File: config.mk
export PLATFORM = sky130hd
export DESIGN_NAME = e203_reset_seq
export DESIGN_NICKNAME = d
export VERILOG_FILES = /design/src/rtl/e203_reset_seq.sv
export SDC_FILE = /design/constraint.sdc
export NUM_CORES = 1
export LEC_CHECK = 0
export CORE_UTILIZATION = 55
export CTS_CLUSTER_DIAMETER = 200
export DETAILED_ROUTE_END_ITERATION = 12
export GPL_TIMING_DRIVEN = 0
export PLACE_DENSITY_LB_ADDON = 0.1
export REMOVE_ABC_BUFFERS = 1
export SLEW_MARGIN = 30
export SYNTH_ARGS = -nofsm -noshare
export SYNTH_HDL_FRONTEND = slang
export SYNTH_SLANG_ARGS = --single-unit
File: constraint.sdc
create_clock -name clk -period 2.2 [get_ports clk]
set_input_delay 0.55 -clock clk [delete_from_list [all_inputs] [get_ports clk]]
set_output_delay 0.55 -clock clk [all_outputs]
set_load 0.01 [all_outputs]
File: src/rtl/e203_reset_seq.sv
// rtl/e203_reset_seq.sv - E203 reset sequencer: synchronized POR release of AON, TCM and core
// domains in order, plus watchdog/debug/software warm reset with cause capture.
module e203_reset_seq #(
    parameter int SYNC_LEVELS = 2,
    parameter int AON_HOLD    = 4,
    parameter int MEM_HOLD    = 8,
    parameter int CORE_HOLD   = 16,
    parameter int WARM_HOLD   = 8,
    parameter int CNT_W       = 8
) (
    input  logic       clk,
    input  logic       rst_n,
    input  logic       test_mode,
    input  logic       wdg_rst_req,
    input  logic       sw_rst_req,
    input  logic       dbg_ndmreset,
    output logic       rst_aon_n,
    output logic       rst_mem_n,
    output logic       rst_core_n,
    output logic [1:0] rst_cause,
    output logic       busy
);

    typedef enum logic [2:0] {
        ST_POR,
        ST_AON,
        ST_MEM,
        ST_CORE,
        ST_RUN,
        ST_WARM
    } state_t;

    localparam logic [1:0] CAUSE_POR = 2'd0;
    localparam logic [1:0] CAUSE_WDG = 2'd1;
    localparam logic [1:0] CAUSE_DBG = 2'd2;
    localparam logic [1:0] CAUSE_SW  = 2'd3;

    localparam logic [CNT_W-1:0] AON_LOAD  = CNT_W'(AON_HOLD - 1);
    localparam logic [CNT_W-1:0] MEM_LOAD  = CNT_W'(MEM_HOLD - 1);
    localparam logic [CNT_W-1:0] CORE_LOAD = CNT_W'(CORE_HOLD - 1);
    localparam logic [CNT_W-1:0] WARM_LOAD = CNT_W'(WARM_HOLD - 1);

    logic [SYNC_LEVELS-1:0] sync_q;
    logic                   sync_n;
    logic                   sync_rising;

    state_t           state_q, state_d;
    logic [CNT_W-1:0] cnt_q, cnt_d;
    logic             aon_q, aon_d;
    logic             mem_q, mem_d;
    logic             core_q, core_d;
    logic [1:0]       cause_q, cause_d;
    logic             cnt_zero;
    logic             warm_req;

    always_ff @(posedge clk or negedge rst_n) begin
        if (!rst_n) begin
            sync_q <= '0;
        end else begin
            sync_q <= {sync_q[SYNC_LEVELS-2:0], 1'b1};
        end
    end

    assign sync_n = sync_q[SYNC_LEVELS-1];
    // POR leaves on the same edge that sync_n rises, so the AON hold is counted from that edge.
    assign sync_rising = sync_q[SYNC_LEVELS-2];

    assign cnt_zero = (cnt_q == '0);
    assign warm_req = wdg_rst_req | sw_rst_req | dbg_ndmreset;

    always_ff @(posedge clk or negedge rst_n) begin
        if (!rst_n) begin
            state_q <= ST_POR;
            cnt_q   <= '0;
            aon_q   <= 1'b0;
            mem_q   <= 1'b0;
            core_q  <= 1'b0;
            cause_q <= CAUSE_POR;
        end else begin
            state_q <= state_d;
            cnt_q   <= cnt_d;
            aon_q   <= aon_d;
            mem_q   <= mem_d;
            core_q  <= core_d;
            cause_q <= cause_d;
        end
    end

    always_comb begin
        state_d = state_q;
        cnt_d   = cnt_q;
        aon_d   = aon_q;
        mem_d   = mem_q;
        core_d  = core_q;
        cause_d = cause_q;

        case (state_q)
            ST_POR: begin
                aon_d  = 1'b0;
                mem_d  = 1'b0;
                core_d = 1'b0;
                if (sync_rising) begin
                    state_d = ST_AON;
                    cnt_d   = AON_LOAD;
                end
            end
            ST_AON: begin
                if (sync_n) begin
                    if (cnt_zero) begin
                        state_d = ST_MEM;
                        cnt_d   = MEM_LOAD;
                        aon_d   = 1'b1;
                    end else begin
                        cnt_d = cnt_q - CNT_W'(1);
                    end
                end
            end
            ST_MEM: begin
                if (sync_n) begin
                    if (cnt_zero) begin
                        state_d = ST_CORE;
                        cnt_d   = CORE_LOAD;
                        mem_d   = 1'b1;
                    end else begin
                        cnt_d = cnt_q - CNT_W'(1);
                    end
                end
            end
            ST_CORE: begin
                if (sync_n) begin
                    if (cnt_zero) begin
                        state_d = ST_RUN;
                        core_d  = 1'b1;
                    end else begin
                        cnt_d = cnt_q - CNT_W'(1);
                    end
                end
            end
            ST_RUN: begin
                if (sync_n && warm_req) begin
                    state_d = ST_WARM;
                    cnt_d   = WARM_LOAD;
                    mem_d   = 1'b0;
                    core_d  = 1'b0;
                    if (wdg_rst_req) begin
                        cause_d = CAUSE_WDG;
                    end else if (dbg_ndmreset) begin
                        cause_d = CAUSE_DBG;
                    end else begin
                        cause_d = CAUSE_SW;
                    end
                end
            end
            ST_WARM: begin
                // A held ndmreset parks the counter at zero until the debugger lets go.
                if (sync_n) begin
                    if (cnt_zero) begin
                        if (!dbg_ndmreset) begin
                            state_d = ST_MEM;
                            cnt_d   = MEM_LOAD;
                        end
                    end else begin
                        cnt_d = cnt_q - CNT_W'(1);
                    end
                end
            end
            default: begin
                state_d = ST_POR;
                cnt_d   = '0;
                aon_d   = 1'b0;
                mem_d   = 1'b0;
                core_d  = 1'b0;
            end
        endcase
    end

    // Scan bypass sits after the registers so test can drive every domain straight from rst_n.
    assign rst_aon_n  = test_mode ? rst_n : aon_q;
    assign rst_mem_n  = test_mode ? rst_n : mem_q;
    assign rst_core_n = test_mode ? rst_n : core_q;
    assign rst_cause  = cause_q;
    assign busy       = (state_q != ST_RUN);

endmodule

After elaboration in Yosys (flattened, before gate mapping) --
Cells that the tools add are included.
Operators by class: reduce and logical (&&, ||, !) cells 12, equality and inequality tests 19, bitwise operators 5, $add $sub $neg 1, mux-type cells 35
Operators with widths (count):
- $mux W8 | 11
- $pmux W8 S6 | 1
- $mux W3 | 11
- $ne A2 B2 Y1 const B | 12
- $pmux W3 S6 | 1
- $reduce_and A11 Y1 | 1
- $logic_not A8 Y1 | 1
- $reduce_and A4 Y1 | 2
- $reduce_and A8 Y1 | 1
- $sub A8 B1 Y8 const B | 1
- $mux W1 | 7
- $eq A3 B2 Y1 const B | 2
- $eq A3 B3 Y1 const B | 2
- $ne A3 B3 Y1 const B | 2
- $pmux W1 S3 | 2
- $reduce_or A3 Y1 | 2
- $reduce_or A4 Y1 | 1
- $eq A3 B1 Y1 const B | 1
- $logic_not A3 Y1 | 1
- $not A1 Y1 | 3
- $reduce_and A3 Y1 | 1
- $mux W2 | 1
- $or A1 B1 Y1 | 2
- $pmux W1 S2 | 1
- 2 further kinds | 2
Storage, ports and cells: input bits 6, register bits 18, output and inout bits 6, word-level logic and storage cells 79

Depth between registers and ports, before layout --
Gate-level depths: netlist of the first run.
depth after elaboration 5, gate-level depth with buffers 7, mapped depth without buffers 6

Least setup slack after synthesis of the first run --
OpenSTA, ideal clock, no wires.
path type reg-to-reg, from register cnt_q[0], to register cnt_q[0], arrival time 1.846 ns, slack 0.274 ns, path buffers 1, stages on the path, launching flop included 8, period minus slack after synthesis 1.926 ns, data required time 2.121 ns, setup time 0.079 ns, cell sequence dfrtp_1 -> inv_1 -> ha_1 -> nor3b_1 -> o211a_1 -> or2_1 -> buf_6 -> mux2i_1
Between the ends: longest elaborated chain between the ends 4, elaborated cells on any way between the ends 14, those cells by class add/sub (1); eq/ne (2); mux (9); reduce/logical (2)
Ends and longest elaborated chain:
- start: declaration | line 48 | logic [CNT_W-1:0] cnt_q, cnt_d;
- start signal: assignment | line 81 | cnt_q <= cnt_d;
- $sub A8 B1 Y8 or $logic_not A8 Y1 (tied branches)
- $mux W8 (on tied branches) (2 in a row)
- $pmux W8 S6 | line 97 | case (state_q)
Parallel ways exist; a longest one is shown, timed or not. The select of a mux whose other input is x is not followed. A chain may end at the register's enable or synchronous reset.

Worst setup path after layout of the first run --
from register state_q[0], to output busy
Between the ends: longest elaborated chain between the ends 1
Ends and longest elaborated chain:
- start: declaration | line 47 | state_t state_q, state_d;
- start signal: assignment | line 80 | state_q <= state_d;
- $ne A3 B3 Y1 | line 182 | assign busy = (state_q != ST_RUN);
- end: declaration | line 21 | output logic busy
No other way between the ends.

==> run metrics, run 1 <==
status=finished, final reports clean; Core Footprint=1960 um^2; # IOs=12; vias in the first global route=893; proportion of power drawn by the clock network=20.9%; Synthesis Warnings=0; Clock Skew=0.00471 ns; type of origin of the critical path=register; FMAX=0.477 GHz; CTS tree=built; Slew HR=56.3%; final hold violations=0; top cells by count, synth=dfrtp_1, o21ai_0, nand2_1; P per Cell Area=755 nW/um^2; CP required=1.65 ns; Worst-path clk slew=0.11 ns; PnR worst setup slack=0.105 ns; fin area=1300 um^2; post-synth top area share=39.6%; CTS Buffer Depth=2; period utilisation layout=95.2%; max cap viols=0; prevailing post-synth register cell=dfrtp_1; worst path cell trace=nor2_4 -> nand2_1 -> clkdlybuf4s50_1; WL per Instance=14.5 um; Buffers on Ports=11; first-pass detailed-route iteration total=4; Critical Path Start=state_q[0]; FF+latch count, synth=18; sequential power share=49.1%; Sw Share=35.6%; ant diodes=0; reg2reg start=cnt_q[0]; die footprint=2250 um^2; DP HPWL=1630 um; largest cells by area after synthesis=dfrtp_1, o21ai_0, mux2i_1; delay-heaviest family, CP=flip-flops; VDD IR max=0.000417 V; Max Slew Vio Count=0; RSZ-0062 raised after global routing=false; Clock Latency Late Sink=0.29 ns; largest fanout on the critical path=19; most frequent cell after synthesis=dfrtp_1; critical path class=register to output pin; reg2reg end=aon_q; Hold Worst Slack=0.169 ns; Arrival @ worst endpoint=1.54 ns; Design Power=982 uW; Root Driver=clkbuf_4; fraction of layout cells with a size suffix above 1=11.6%; Starting DRT DRC Count=24; r2r setup slk=0.20 ns; antenna violations before repair=0; Clock Sinks=18; Critical path buffers and inverters=1; Initial Utilization=58.0%; crit end category=output pin; dpl cell area=1240 um^2; Die Y=47.5 um; Largest stage delay, worst path=0.58 ns; worst-margin pin slew=0.650 ns; Crit path depth=3; GR Overflow Total=0; H-tree depth=1; Layout fillers=166; hold crit path type=input pin to async pin; Tmin final=2.09 ns; pre-CTS WS=-0.788 ns; Net Sw Power=349 uW; # nets final=146; reg2reg path depth=6; Placement Rows=16; static leakage=0.000545 uW; sequential area share after synthesis=39.6%; first-pass GRT wire length=3880 um; Logic pwr share=30.0%; area growth from synthesis to layout=14.4%; Final Util=66.3%; internal cell power=632 uW; Vias/cell=6.21; Final ANT Viol Nets=0; cell area after synthesis=1140 um^2; ys async rst share=100%; largest net degree at the start of global routing=20; number of enable flip-flop cells after synthesis=0; drt drc=0; area leader, netlist=dfrtp_1; Cells after Synth=129; Crit-path slowest cell=dfrtp_2; final setup violation count=0; Num CTS Buffers=3; via count=1025; Setup crit end=busy; global placer's final weighted congestion=0.854; Global Route Usage Sum=24.2%; post-synth cell types=42; DRT Wirelength=2390 um; DIE WIDTH=47.5 um; Avg Synthesized Cell Area=8.82 um^2
==> sequential cells by signal, summed over array words and instances, names as in the netlist <==
signal	cells
aon_q	1
cnt_q	8
core_q	1
mem_q	1
rst_cause	2
state_q	3
sync_q	2
==> per-stage QoR <==
| step | std cells | TNS, ns |
|---|---|---|
| after CTS | 165 | 0 |
| after global placement | 160 | -4.39 |
| after floorplan | 122 | 0 |
| final | 165 | 0 |
| after global routing | 165 | 0 |
| after detailed placement | 160 | -4.69 |
==> area by class of cell <==
cell class | instances | area [um^2] | area share [%]
clock buffers | 4 | 36.3 | 2.79
inverters | 10 | 37.5 | 2.88
multi-input cells | 94 | 631 | 48.5
flip-flops and latches | 18 | 454 | 34.9
well taps | 27 | 33.8 | 2.60
repair buffers | 12 | 109 | 8.37
==> power by group through the flow <==
stage	clock (uW)	combinational, uW	sequential, uW
after floorplan	0	220	453
after global placement	0	275	471
after detailed placement	0	285	476
after CTS	213	285	472
after global routing	225	336	492
final	206	294	482
==> worst min-delay path by stage <==
stage,slack [ns],startpoint,cells after the start,endpoint
2_1_floorplan,0.25,rst_n,0,aon_q
3_3_place_gp,0.36,sync_q[0],0,sync_q[1]
3_5_place_dp,0.36,sync_q[0],0,sync_q[1]
4_1_cts,0.18,rst_n,1,cnt_q[3]
5_1_grt,0.19,rst_n,1,cnt_q[1]
6_report,0.17,rst_n,1,cnt_q[3]
==> metal layers <==
layer	vias to the layer above	global-route usage (%)	wire length, um	share of wire, %
li1	510	-	-	-
met1	497	34.0	1180	49
met2	16	38.9	1140	48
met3	2	3.77	53	2.2
met4	0	6.29	14	0.58
met5	-	0	0	0
==> timing repair <==
item,CTS,global route
hold buffers,0,0
endpoints found under the setup margin,11,5
cloned,0,0
setup buffers,1,0
gates resized for setup,14,3
pin swaps,1,0
==> kinds of logic (layout without fill, tap and decap cells) <==
group | count (synthesis) | after routing | share of synthesized area (%)
buffers and inverters | 17 | 26 | 6.93
and+or+nand+nor | 36 | 36 | 17.8
muxes | 5 | 5 | 4.40
adders and majority gates | 1 | 1 | 1.10
AOI/OAI and AO/OA | 51 | 51 | 29.8
DFF | 18 | 18 | 39.6
other | 1 | 1 | 0.330
==> cell usage in the layout (no fill, tap or decap), types with 4 or more instances in the layout <==
cell / count
o21ai_0: 13
a21oi_1: 7
o31ai_1: 6
a31oi_1: 4
a211oi_1: 4
nor3_1: 4
inv_1: 10
clkdlybuf4s50_1: 7
dfrtp_1: 15
mux2i_1: 5
nand2_1: 11
Note: power is estimated with default switching activity, not from simulation.
==> inputs of run 2 (changes only) <==
--- a/config.mk
+++ b/config.mk
@@ -5,7 +5,8 @@
 export SDC_FILE = /design/constraint.sdc
 export NUM_CORES = 1
 export LEC_CHECK = 0
-export CORE_UTILIZATION = 55
+export ABC_AREA = 1
+export CORE_UTILIZATION = 56
 export CTS_CLUSTER_DIAMETER = 200
 export DETAILED_ROUTE_END_ITERATION = 12
 export GPL_TIMING_DRIVEN = 0
==> run metrics, run 2 <==
Tmin final=2.07 ns; FMAX=0.484 GHz; area leader, netlist=dfrtp_1; Avg Synthesized Cell Area=6.94 um^2; GR Overflow Total=0; status=finished, final reports clean; r2r setup slk=0.45 ns; DP HPWL=1990 um; reg2reg end=cnt_q[6]; most frequent cell after synthesis=nand2_1; sequential area share after synthesis=36.1%; crit end category=output pin; final setup violation count=0; Synth Area in Simple Gates=47.3%; top cells by count, synth=nand2_1, nor2_1, dfrtp_1, inv_1, nand3_1; CP required=1.65 ns; Root Driver=clkbuf_4; Starting DRT DRC Count=49; DIE WIDTH=49.2 um; Vias/cell=5.24; Layout fillers=170; P per Cell Area=1510 nW/um^2; die footprint=2420 um^2; ant diodes=0; post-synth cell types=25; Synthesis Warnings=0; reg2reg start=cnt_q[0]; Core Footprint=2020 um^2; H-tree depth=1; largest fanout on the critical path=4; period utilisation layout=94.0%; Reg with most FFs=cnt_q; global placer's final weighted congestion=0.924; # nets final=205; prevailing post-synth register cell=dfrtp_1; final hold violations=0; Die Y=49.2 um; largest family of logic cells by synthesized area=simple AND/OR/NAND/NOR gates; max reg flops=8; post-synth top area share=36.1%; Initial Utilization=61.8%; max cap viols=0; number of enable flip-flop cells after synthesis=0; # IOs=12; complex-gate fraction of the synthesized area=6.11%; mux cell area share after synthesis=0%; first-pass detailed-route iteration total=5; static leakage=0.000799 uW; Critical Path Start=test_mode; final non-filler cell total=224; reg2reg path depth=9; fraction of layout cells with a size suffix above 1=17.8%; fraction of the mapped netlist area in adder cells=1.00%; post-synthesis xor/xnor area fraction=1.40%; hold crit path type=input pin to async pin; Register Area=452 um^2; VDD IR max=0.000845 V; first-pass GRT wire length=4370 um; largest cells by area after synthesis=dfrtp_1, nand2_1, nor2_1; CTS Buffer Depth=2; Clock Sinks=18; Arrival @ worst endpoint=1.52 ns; Worst-path clk slew=0.11 ns; Num CTS Buffers=3; Clock Latency Late Sink=0.31 ns; Global Route Usage Sum=23.6%; Final ANT Viol Nets=0; Design Power=2170 uW; Cells after Synth=180; Placement Rows=16; CTS tree=built; ys async rst share=100%; RSZ-0062 raised after global routing=false; FF+latch count, synth=18; WL per Instance=12.0 um; area growth from synthesis to layout=15.2%; antenna violations before repair=0; largest net degree at the start of global routing=20; area of the multi-input gates=701 um^2; Setup crit end=rst_mem_n; Clock Skew=0.00740 ns; most frequent cells in the layout=nand2_1, nor2_1, inv_1; type of origin of the critical path=input pin; Buffers on Ports=11; most common cell after layout, fill and taps aside=nand2_1; DP Cell Count=217; cell area after synthesis=1250 um^2; critical path class=input pin to output pin; DRT Wirelength=2690 um; drt drc=0; via count=1173; Top Registers=cnt_q: 8 flops, state_q: 3 flops; vias in the first global route=1059; Max Slew Vio Count=0
[run 2: power by group]
| part | internal [uW] | total, uW | switching (uW) | leakage, uW |
|---|---|---|---|---|
| combinational | 508 | 1400 | 890 | 0.000549 |
| sequential | 454 | 563 | 109 | 0.000230 |
| clock | 101 | 212 | 111 | 0.0000210 |
| total | 1060 | 2170 | 1110 | 0.000799 |
[run 2: per-layer routing]
layer	up-vias	GRT usage [%]	part of all wire, %
li1	587	-	-
met1	535	29.4	45
met2	44	38.8	47
met3	7	4.98	6.1
met4	0	10.8	1.6
met5	-	0	0
[run 2: critical path: stages]
cell,delay [ns]
clkdlybuf4s50_1,0.50
nand2_1,0.08
o21ai_0,0.09
dlygate4sd2_1,0.29
[run 2: through the flow]
| step | hold slack, ns | setup WS [ns] | setup TNS [ns] | cell area (um^2) | utilization [%] |
|---|---|---|---|---|---|
| after floorplan | 0.254 | 0.754 | 0 | 1240 | - |
| after global placement | 0.367 | -0.778 | -2.33 | 1390 | 68.5 |
| after detailed placement | 0.378 | -0.843 | -2.49 | 1390 | 68.5 |
| after CTS | 0.179 | 0.0145 | 0 | 1420 | 70.3 |
| after global routing | 0.209 | 0.0616 | 0 | 1440 | 71.2 |
| final | 0.166 | 0.133 | 0 | 1440 | 71.2 |
[run 2: cell type report]
cell class                      instances  area share (%)
Multi-Input combinational cell        137            48.7
Sequential cell                        18            31.4
Inverter                               24            6.26
Timing Repair Buffer                   14            8.78
Tap cell                               27            2.35
Clock buffer                            4            2.52
[run 2: what timing repair did]
item	CTS	global route
gates cloned	0	0
hold buffers	0	0
gates resized for setup	9	1
setup buffers	1	2
setup endpoints to repair	4	1
[run 2: cells by family after synthesis]
logic type	Yosys count
AO/OA/AOI/OAI	14
XOR/XNOR	2
adder cells (fa/ha/maj)	1
buffers and inverters	25
flip-flops	18
other	1
AND/OR/NAND/NOR	119
[run 2: how the worst min path moves through the flow]
| stage | startpoint | to | cells past startpoint |
|---|---|---|---|
| floorplan | rst_n | aon_q | 0 |
| global placement | sync_q[0] | sync_q[1] | 0 |
| detailed placement | sync_q[0] | sync_q[1] | 0 |
| CTS | rst_n | cnt_q[7] | 1 |
| global route | rst_n | aon_q | 1 |
| finish | rst_n | state_q[2] | 1 |
